==> src/rtl/dp_sched_pkg.sv <==
// Shared definitions for the DP bank scheduler: bank-state encoding, default widths
// and the round-robin index wrap helper.
package dp_sched_pkg;

    localparam int CALC_WIDTH_DEF = 16;
    localparam int N_BANK_DEF     = 2;
    localparam int BANK_W_DEF     = $clog2(N_BANK_DEF);

    typedef enum logic [1:0] {
        BANK_FREE   = 2'd0,
        BANK_FILL   = 2'd1,
        BANK_QUEUED = 2'd2,
        BANK_TRACE  = 2'd3
    } bank_state_t;

    typedef logic [CALC_WIDTH_DEF-1:0] score_t;
    typedef logic [BANK_W_DEF-1:0]     bank_idx_t;

    // Wrap a bank index that may exceed the bank count by at most one lap.
    function automatic int bank_wrap(input int idx, input int n_bank);
        if (idx >= n_bank) begin
            return idx - n_bank;
        end else begin
            return idx;
        end
    endfunction

endpackage

==> src/rtl/dp_bank_fifo.sv <==
// In-order queue of completed banks {bank, score}; head is the oldest entry.
// Push when full and pop when empty are dropped.
module dp_bank_fifo
    import dp_sched_pkg::*;
#(
    parameter int DEPTH = 2,
    parameter int WIDTH = 17
) (
    input  logic             clk,
    input  logic             reset_i,
    input  logic             push_i,
    input  logic             pop_i,
    input  logic [WIDTH-1:0] din_i,
    output logic [WIDTH-1:0] head_o,
    output logic             empty_o,
    output logic             full_o
);

    localparam int PTR_W = (DEPTH > 1) ? $clog2(DEPTH) : 1;
    localparam int CNT_W = $clog2(DEPTH + 1);

    logic [WIDTH-1:0] mem_q [DEPTH];
    logic [PTR_W-1:0] wr_ptr_q, wr_ptr_d;
    logic [PTR_W-1:0] rd_ptr_q, rd_ptr_d;
    logic [CNT_W-1:0] cnt_q, cnt_d;
    logic             do_push_s;
    logic             do_pop_s;

    assign empty_o = (cnt_q == CNT_W'(0));
    assign full_o  = (cnt_q == CNT_W'(DEPTH));
    assign head_o  = mem_q[rd_ptr_q];

    // Pointer and occupancy next-state.
    always_comb begin
        do_push_s = push_i && !full_o;
        do_pop_s  = pop_i && !empty_o;
        wr_ptr_d  = wr_ptr_q;
        rd_ptr_d  = rd_ptr_q;
        cnt_d     = cnt_q;
        if (do_push_s) begin
            wr_ptr_d = PTR_W'(bank_wrap(int'(wr_ptr_q) + 1, DEPTH));
        end else begin
            wr_ptr_d = wr_ptr_q;
        end
        if (do_pop_s) begin
            rd_ptr_d = PTR_W'(bank_wrap(int'(rd_ptr_q) + 1, DEPTH));
        end else begin
            rd_ptr_d = rd_ptr_q;
        end
        case ({do_push_s, do_pop_s})
            2'b10:   cnt_d = cnt_q + CNT_W'(1);
            2'b01:   cnt_d = cnt_q - CNT_W'(1);
            default: cnt_d = cnt_q;
        endcase
    end

    // Storage and pointer registers.
    always_ff @(posedge clk) begin
        if (reset_i) begin
            for (int i = 0; i < DEPTH; i++) begin
                mem_q[i] <= '0;
            end
            wr_ptr_q <= '0;
            rd_ptr_q <= '0;
            cnt_q    <= '0;
        end else begin
            if (do_push_s) begin
                mem_q[wr_ptr_q] <= din_i;
            end
            wr_ptr_q <= wr_ptr_d;
            rd_ptr_q <= rd_ptr_d;
            cnt_q    <= cnt_d;
        end
    end

endmodule

==> src/rtl/dp_bank_scheduler.sv <==
// Rotates systolic direction-memory writes over N_BANK banks and hands completed banks
// to traceback in order. Optional feature: SCORE_GATE_EN (drop low-score alignments).
module dp_bank_scheduler
    import dp_sched_pkg::*;
#(
    parameter int  N_BANK     = 2,
    parameter int  CALC_WIDTH = CALC_WIDTH_DEF,
    parameter int  CNT_W      = 16,
    localparam int BANK_W     = $clog2(N_BANK)
) (
    input  logic                  clk,
    input  logic                  reset_i,
    input  logic                  new_seq,
    input  logic [CALC_WIDTH-1:0] seq_max,
    input  logic [CALC_WIDTH-1:0] score_thr,
    output logic [BANK_W-1:0]     wr_bank,
    output logic                  stall,
    output logic                  tb_valid,
    output logic [BANK_W-1:0]     tb_bank,
    output logic [CALC_WIDTH-1:0] tb_score,
    input  logic                  tb_ready,
    input  logic                  tb_done,
    output logic                  proto_err,
    output logic [CNT_W-1:0]      skip_cnt
);

    localparam int ENTRY_W = BANK_W + CALC_WIDTH;

    bank_state_t           bank_st_q [N_BANK];
    bank_state_t           bank_st_d [N_BANK];
    logic [BANK_W-1:0]     wr_bank_q, wr_bank_d;
    logic                  stall_q, stall_d;
    logic                  proto_err_q, proto_err_d;
    logic [CNT_W-1:0]      skip_cnt_q, skip_cnt_d;

    logic                  trace_busy_s;
    logic [BANK_W-1:0]     trace_idx_s;
    logic                  gate_s;
    logic                  push_s;
    logic                  pop_s;
    logic [ENTRY_W-1:0]    fifo_head_s;
    logic                  fifo_empty_s;
    logic                  fifo_full_s;
    logic [BANK_W-1:0]     head_bank_s;
    logic                  alloc_found_s;
    logic [BANK_W-1:0]     alloc_idx_s;

`ifdef SCORE_GATE_EN
    assign gate_s = (seq_max < score_thr);
`else
    logic unused_thr_s;
    assign unused_thr_s = ^score_thr;
    assign gate_s       = 1'b0;
`endif

    dp_bank_fifo #(
        .DEPTH (N_BANK),
        .WIDTH (ENTRY_W)
    ) u_fifo (
        .clk     (clk),
        .reset_i (reset_i),
        .push_i  (push_s),
        .pop_i   (pop_s),
        .din_i   ({wr_bank_q, seq_max}),
        .head_o  (fifo_head_s),
        .empty_o (fifo_empty_s),
        .full_o  (fifo_full_s)
    );

    assign head_bank_s = fifo_head_s[ENTRY_W-1 -: BANK_W];
    assign tb_bank     = head_bank_s;
    assign tb_score    = fifo_head_s[CALC_WIDTH-1:0];
    assign tb_valid    = !fifo_empty_s && !trace_busy_s;
    assign wr_bank     = wr_bank_q;
    assign stall       = stall_q;
    assign proto_err   = proto_err_q;
    assign skip_cnt    = skip_cnt_q;

    // Locate the bank currently in traceback (at most one).
    always_comb begin
        trace_busy_s = 1'b0;
        trace_idx_s  = '0;
        for (int i = 0; i < N_BANK; i++) begin
            if (!trace_busy_s && (bank_st_q[i] == BANK_TRACE)) begin
                trace_busy_s = 1'b1;
                trace_idx_s  = BANK_W'(i);
            end else begin
                trace_busy_s = trace_busy_s;
            end
        end
    end

    // Bank state transitions in order: free, pop, retire, allocate.
    always_comb begin
        for (int i = 0; i < N_BANK; i++) begin
            bank_st_d[i] = bank_st_q[i];
        end
        wr_bank_d     = wr_bank_q;
        stall_d       = stall_q;
        proto_err_d   = proto_err_q;
        skip_cnt_d    = skip_cnt_q;
        push_s        = 1'b0;
        pop_s         = 1'b0;
        alloc_found_s = 1'b0;
        alloc_idx_s   = wr_bank_q;

        if (tb_done) begin
            if (trace_busy_s) begin
                bank_st_d[trace_idx_s] = BANK_FREE;
            end else begin
                proto_err_d = 1'b1;
            end
        end else begin
            proto_err_d = proto_err_q;
        end

        if (tb_valid && tb_ready) begin
            pop_s                  = 1'b1;
            bank_st_d[head_bank_s] = BANK_TRACE;
        end else begin
            pop_s = 1'b0;
        end

        if (new_seq && stall_q) begin
            proto_err_d = 1'b1;
        end else if (new_seq) begin
            if (gate_s) begin
                bank_st_d[wr_bank_q] = BANK_FREE;
                if (skip_cnt_q != {CNT_W{1'b1}}) begin
                    skip_cnt_d = skip_cnt_q + CNT_W'(1);
                end else begin
                    skip_cnt_d = skip_cnt_q;
                end
            end else begin
                bank_st_d[wr_bank_q] = BANK_QUEUED;
                push_s               = !fifo_full_s;
            end
        end else begin
            push_s = 1'b0;
        end

        // The writing bank itself is searched last so a gated bank can be refilled at once.
        if ((new_seq && !stall_q) || stall_q) begin
            for (int k = 1; k <= N_BANK; k++) begin
                if (!alloc_found_s && (bank_st_d[bank_wrap(int'(wr_bank_q) + k, N_BANK)] == BANK_FREE)) begin
                    alloc_found_s = 1'b1;
                    alloc_idx_s   = BANK_W'(bank_wrap(int'(wr_bank_q) + k, N_BANK));
                end else begin
                    alloc_found_s = alloc_found_s;
                end
            end
            if (alloc_found_s) begin
                bank_st_d[alloc_idx_s] = BANK_FILL;
                wr_bank_d              = alloc_idx_s;
                stall_d                = 1'b0;
            end else begin
                stall_d = 1'b1;
            end
        end else begin
            stall_d = stall_q;
        end
    end

    // State registers with synchronous reset.
    always_ff @(posedge clk) begin
        if (reset_i) begin
            for (int i = 0; i < N_BANK; i++) begin
                bank_st_q[i] <= (i == 0) ? BANK_FILL : BANK_FREE;
            end
            wr_bank_q   <= '0;
            stall_q     <= 1'b0;
            proto_err_q <= 1'b0;
            skip_cnt_q  <= '0;
        end else begin
            for (int i = 0; i < N_BANK; i++) begin
                bank_st_q[i] <= bank_st_d[i];
            end
            wr_bank_q   <= wr_bank_d;
            stall_q     <= stall_d;
            proto_err_q <= proto_err_d;
            skip_cnt_q  <= skip_cnt_d;
        end
    end

endmodule
==> config.mk <==
export PLATFORM = sky130hd
export DESIGN_NAME = dp_bank_scheduler
export DESIGN_NICKNAME = d
export VERILOG_FILES = /design/src/rtl/dp_sched_pkg.sv /design/src/rtl/dp_bank_fifo.sv /design/src/rtl/dp_bank_scheduler.sv
export SDC_FILE = /design/constraint.sdc
export NUM_CORES = 1
export LEC_CHECK = 0
export CORE_ASPECT_RATIO = 1.1
export CORE_MARGIN = 3
export CORE_UTILIZATION = 49
export CTS_CLUSTER_DIAMETER = 150
export DETAILED_ROUTE_END_ITERATION = 8
export PLACE_DENSITY = 0.82
export REMOVE_ABC_BUFFERS = 1
export SYNTH_ARGS = -nofsm -noshare
export SYNTH_HDL_FRONTEND = slang
export SYNTH_SLANG_ARGS = --single-unit
==> constraint.sdc <==
create_clock -name clk -period 3.65 [get_ports clk]
set_clock_uncertainty 0.05 [all_clocks]
set_input_delay 0.5475 -clock clk [delete_from_list [all_inputs] [get_ports clk]]
set_output_delay 0.5475 -clock clk [all_outputs]
set_load 0.1 [all_outputs]
==> flow_metrics.env <==
export IMPL_port_buffers=41
export IMPL_synth_area_leaders="edfxtp_1 45%, dfxtp_1 11%, and2_1 9.3%"
export IMPL_cts_buffers=5
export IMPL_p_leak_uw=0.00108
export IMPL_synth_common_cells="34 x and2_1, 34 x edfxtp_1, 16 x buf_4, 16 x mux2_2, 12 x dfxtp_1"
export IMPL_std_cell_rows=25
export IMPL_p_per_area_nw_per_um2=895
export IMPL_path_buf_inv=1
export IMPL_cp_top_family="buffers and inverters"
export IMPL_ios=74
export IMPL_register_area_sq_um=1260
export IMPL_slowest_stage="clkdlybuf4s50_1"
export IMPL_dp_cells=274
export IMPL_hold_path_end="proto_err"
export IMPL_synth_top_cell_by_area="edfxtp_1"
export IMPL_core_area_sq_um=4380
export IMPL_worst_pin_slew_ps=972
export IMPL_grt_max_degree=19
export IMPL_ant_nets=0
export IMPL_rsz0062_at_grt="no"
export IMPL_yosys_warnings=0
export IMPL_first_iter_violations=96
export IMPL_syn_inst=184
export IMPL_critPathKind="flop to output port"
export IMPL_hold_class="flop to flop"
export IMPL_power_total_uw=2440
export IMPL_num_antenna_cells=0
export IMPL_regToRegSetupSlack_ps=1540
export IMPL_hold_path_cell_count=2
export IMPL_synth_area_sq_um=2280
export IMPL_num_nets_final=265
export IMPL_overflow=0
export IMPL_clock_sinks=46
export IMPL_num_vias=1443
export IMPL_slew_headroom=0.350
export IMPL_path_clk_slew_ps=80
export IMPL_synth_top_area_share=0.447
export IMPL_grt_pass1_vias=1520
export IMPL_wl_per_cell_um=14.4
export IMPL_area_delta_synth_final_pct=19.2
export IMPL_arrival_ps=1990
export IMPL_routed_wl_mm=4.07
export IMPL_avgSynthCellArea_sq_um=12.4
export IMPL_timing_rr_end="stall"
export IMPL_ys_types=42
export IMPL_die_x_um=71.1
export IMPL_hold_ws_ps=469
export IMPL_drive_above_1_share=0.246
export IMPL_clk_latency_ps=290
export IMPL_synth_seq_cells=46
export IMPL_hpwl_mm=2.94
export IMPL_outcome="completed"
export IMPL_fin_crit_ps=2580
export IMPL_crit_chain="clkdlybuf4s50_1"
export IMPL_cap_viol_max_count=0
export IMPL_clk_path_buf_depth=2
export IMPL_first_pass_iters=4
export IMPL_post_cts_buffers=0
export IMPL_min_period_over_period=0.708
export IMPL_fmax_ghz=0.387
export IMPL_start_util=0.521
export IMPL_cts_resized=0
export IMPL_fillers=365
export IMPL_h_tree_depth=2
export IMPL_antenna_found_initial=0
export IMPL_final_util=0.621
export IMPL_holdCritStartpoint="proto_err"
export IMPL_worstSetupStartpointType="flop"
export IMPL_startpoint="wr_bank"
export IMPL_async_reset_ff_frac=0
export IMPL_ctsHoldBuffers=0
export IMPL_fin_cells=282
export IMPL_multiInputGateArea_sq_um=908
export IMPL_grt_usage=0.162
export IMPL_finalHoldViolations=0
export IMPL_drv_slew=0
export IMPL_tns_ps=0
export IMPL_die_y_um=77.6
export IMPL_crit_fanout=10
export IMPL_cp_required_ps=3050
export IMPL_routabilityCongestion=0.822
export IMPL_synth_edf_count=34
export IMPL_cts_tree="built"
export IMPL_endpoint_kind="output port"
export IMPL_drc=0
export IMPL_via_per_inst=5.12
export IMPL_clockRootBuffer="clkbuf_8"
export IMPL_ir_worst_vdd_mv=0.623
export IMPL_synth_ff_type="edfxtp_1"
export IMPL_seq_area_frac_synth=0.553
export IMPL_dieArea_sq_um=5510
export IMPL_max_stage_delay_ps=1200
export IMPL_grt_pass1_wl_mm=6.94
export IMPL_finalSetupViolations=0
export IMPL_reg2regPathDepth=4
## layout make-up
type / count / share of cell area
flip-flops and latches: 46 / 0.463
multi-input cells: 126 / 0.334
repair buffers: 44 / 0.143
clock buffers: 6 / 0.0267
well taps: 54 / 0.0248
inverters: 4 / 0.00552
clock inverters: 2 / 0.00322
## registers in the layout, indices dropped and copies added (netlist names), named ones only
register	cells
u_fifo.mem_q	34
bank_st_q	4
u_fifo.cnt_q	2
proto_err	1
stall	1
u_fifo.rd_ptr_q	1
u_fifo.wr_ptr_q	1
wr_bank	1
## power breakdown
group          internal, uW  switching (uW)
logic                   355             984
clock network           132             158
registers               698             111
total                  1180            1250
## metal layers
layer | wire (um) | up-vias | global-route usage
li1 | - | 700 | -
met1 | 1670 | 700 | 0.191
met2 | 2140 | 39 | 0.286
met3 | 235 | 4 | 0.0492
met4 | 36 | 0 | 0.0395
met5 | 0 | - | 0
## cells in the final DEF, fill, tap and decap left out, drive strengths merged, types with 8 or more instances in the layout
cell / netlist / layout
and2: 34 / 34
mux2: 16 / 16
buf: 20 / 21
conb: 1 / 16
nor2: 8 / 8
edfxtp: 34 / 34
dfxtp: 12 / 12
a21oi: 8 / 8
clkdlybuf4s50: 0 / 23
## worst max-delay path by stage
stage / end / slack (ps) / cells after the start
final: wr_bank / 1070 / 1
after global routing: tb_bank / 960 / 3
after global placement: u_fifo.mem_q[1][7] / 970 / 6
after detailed placement: u_fifo.mem_q[1][7] / 980 / 6
after CTS: tb_bank / 1060 / 3
after floorplan: u_fifo.mem_q[0][0] / 750 / 3
## per-stage QoR
step,area (sq um),worst slack (ps)
floorplan,2180,754
global placement,2640,967
detailed placement,2640,983
CTS,2720,1060
global route,2720,962
finish,2720,1070
## cell families (layout without fill, tap and decap cells)
group	count (synthesis)	after routing	share of synthesized area
multiplexers	17	17	0.0888
buffers and inverters	27	56	0.0757
AO/OA/AOI/OAI	26	26	0.0932
adder cells (fa/ha/maj)	1	1	0.00548
AND/OR/NAND/NOR	62	62	0.167
flip-flops	46	46	0.553
XOR/XNOR	4	4	0.0154
other	1	16	0.00164
Note: power is estimated with default switching activity, not from simulation.
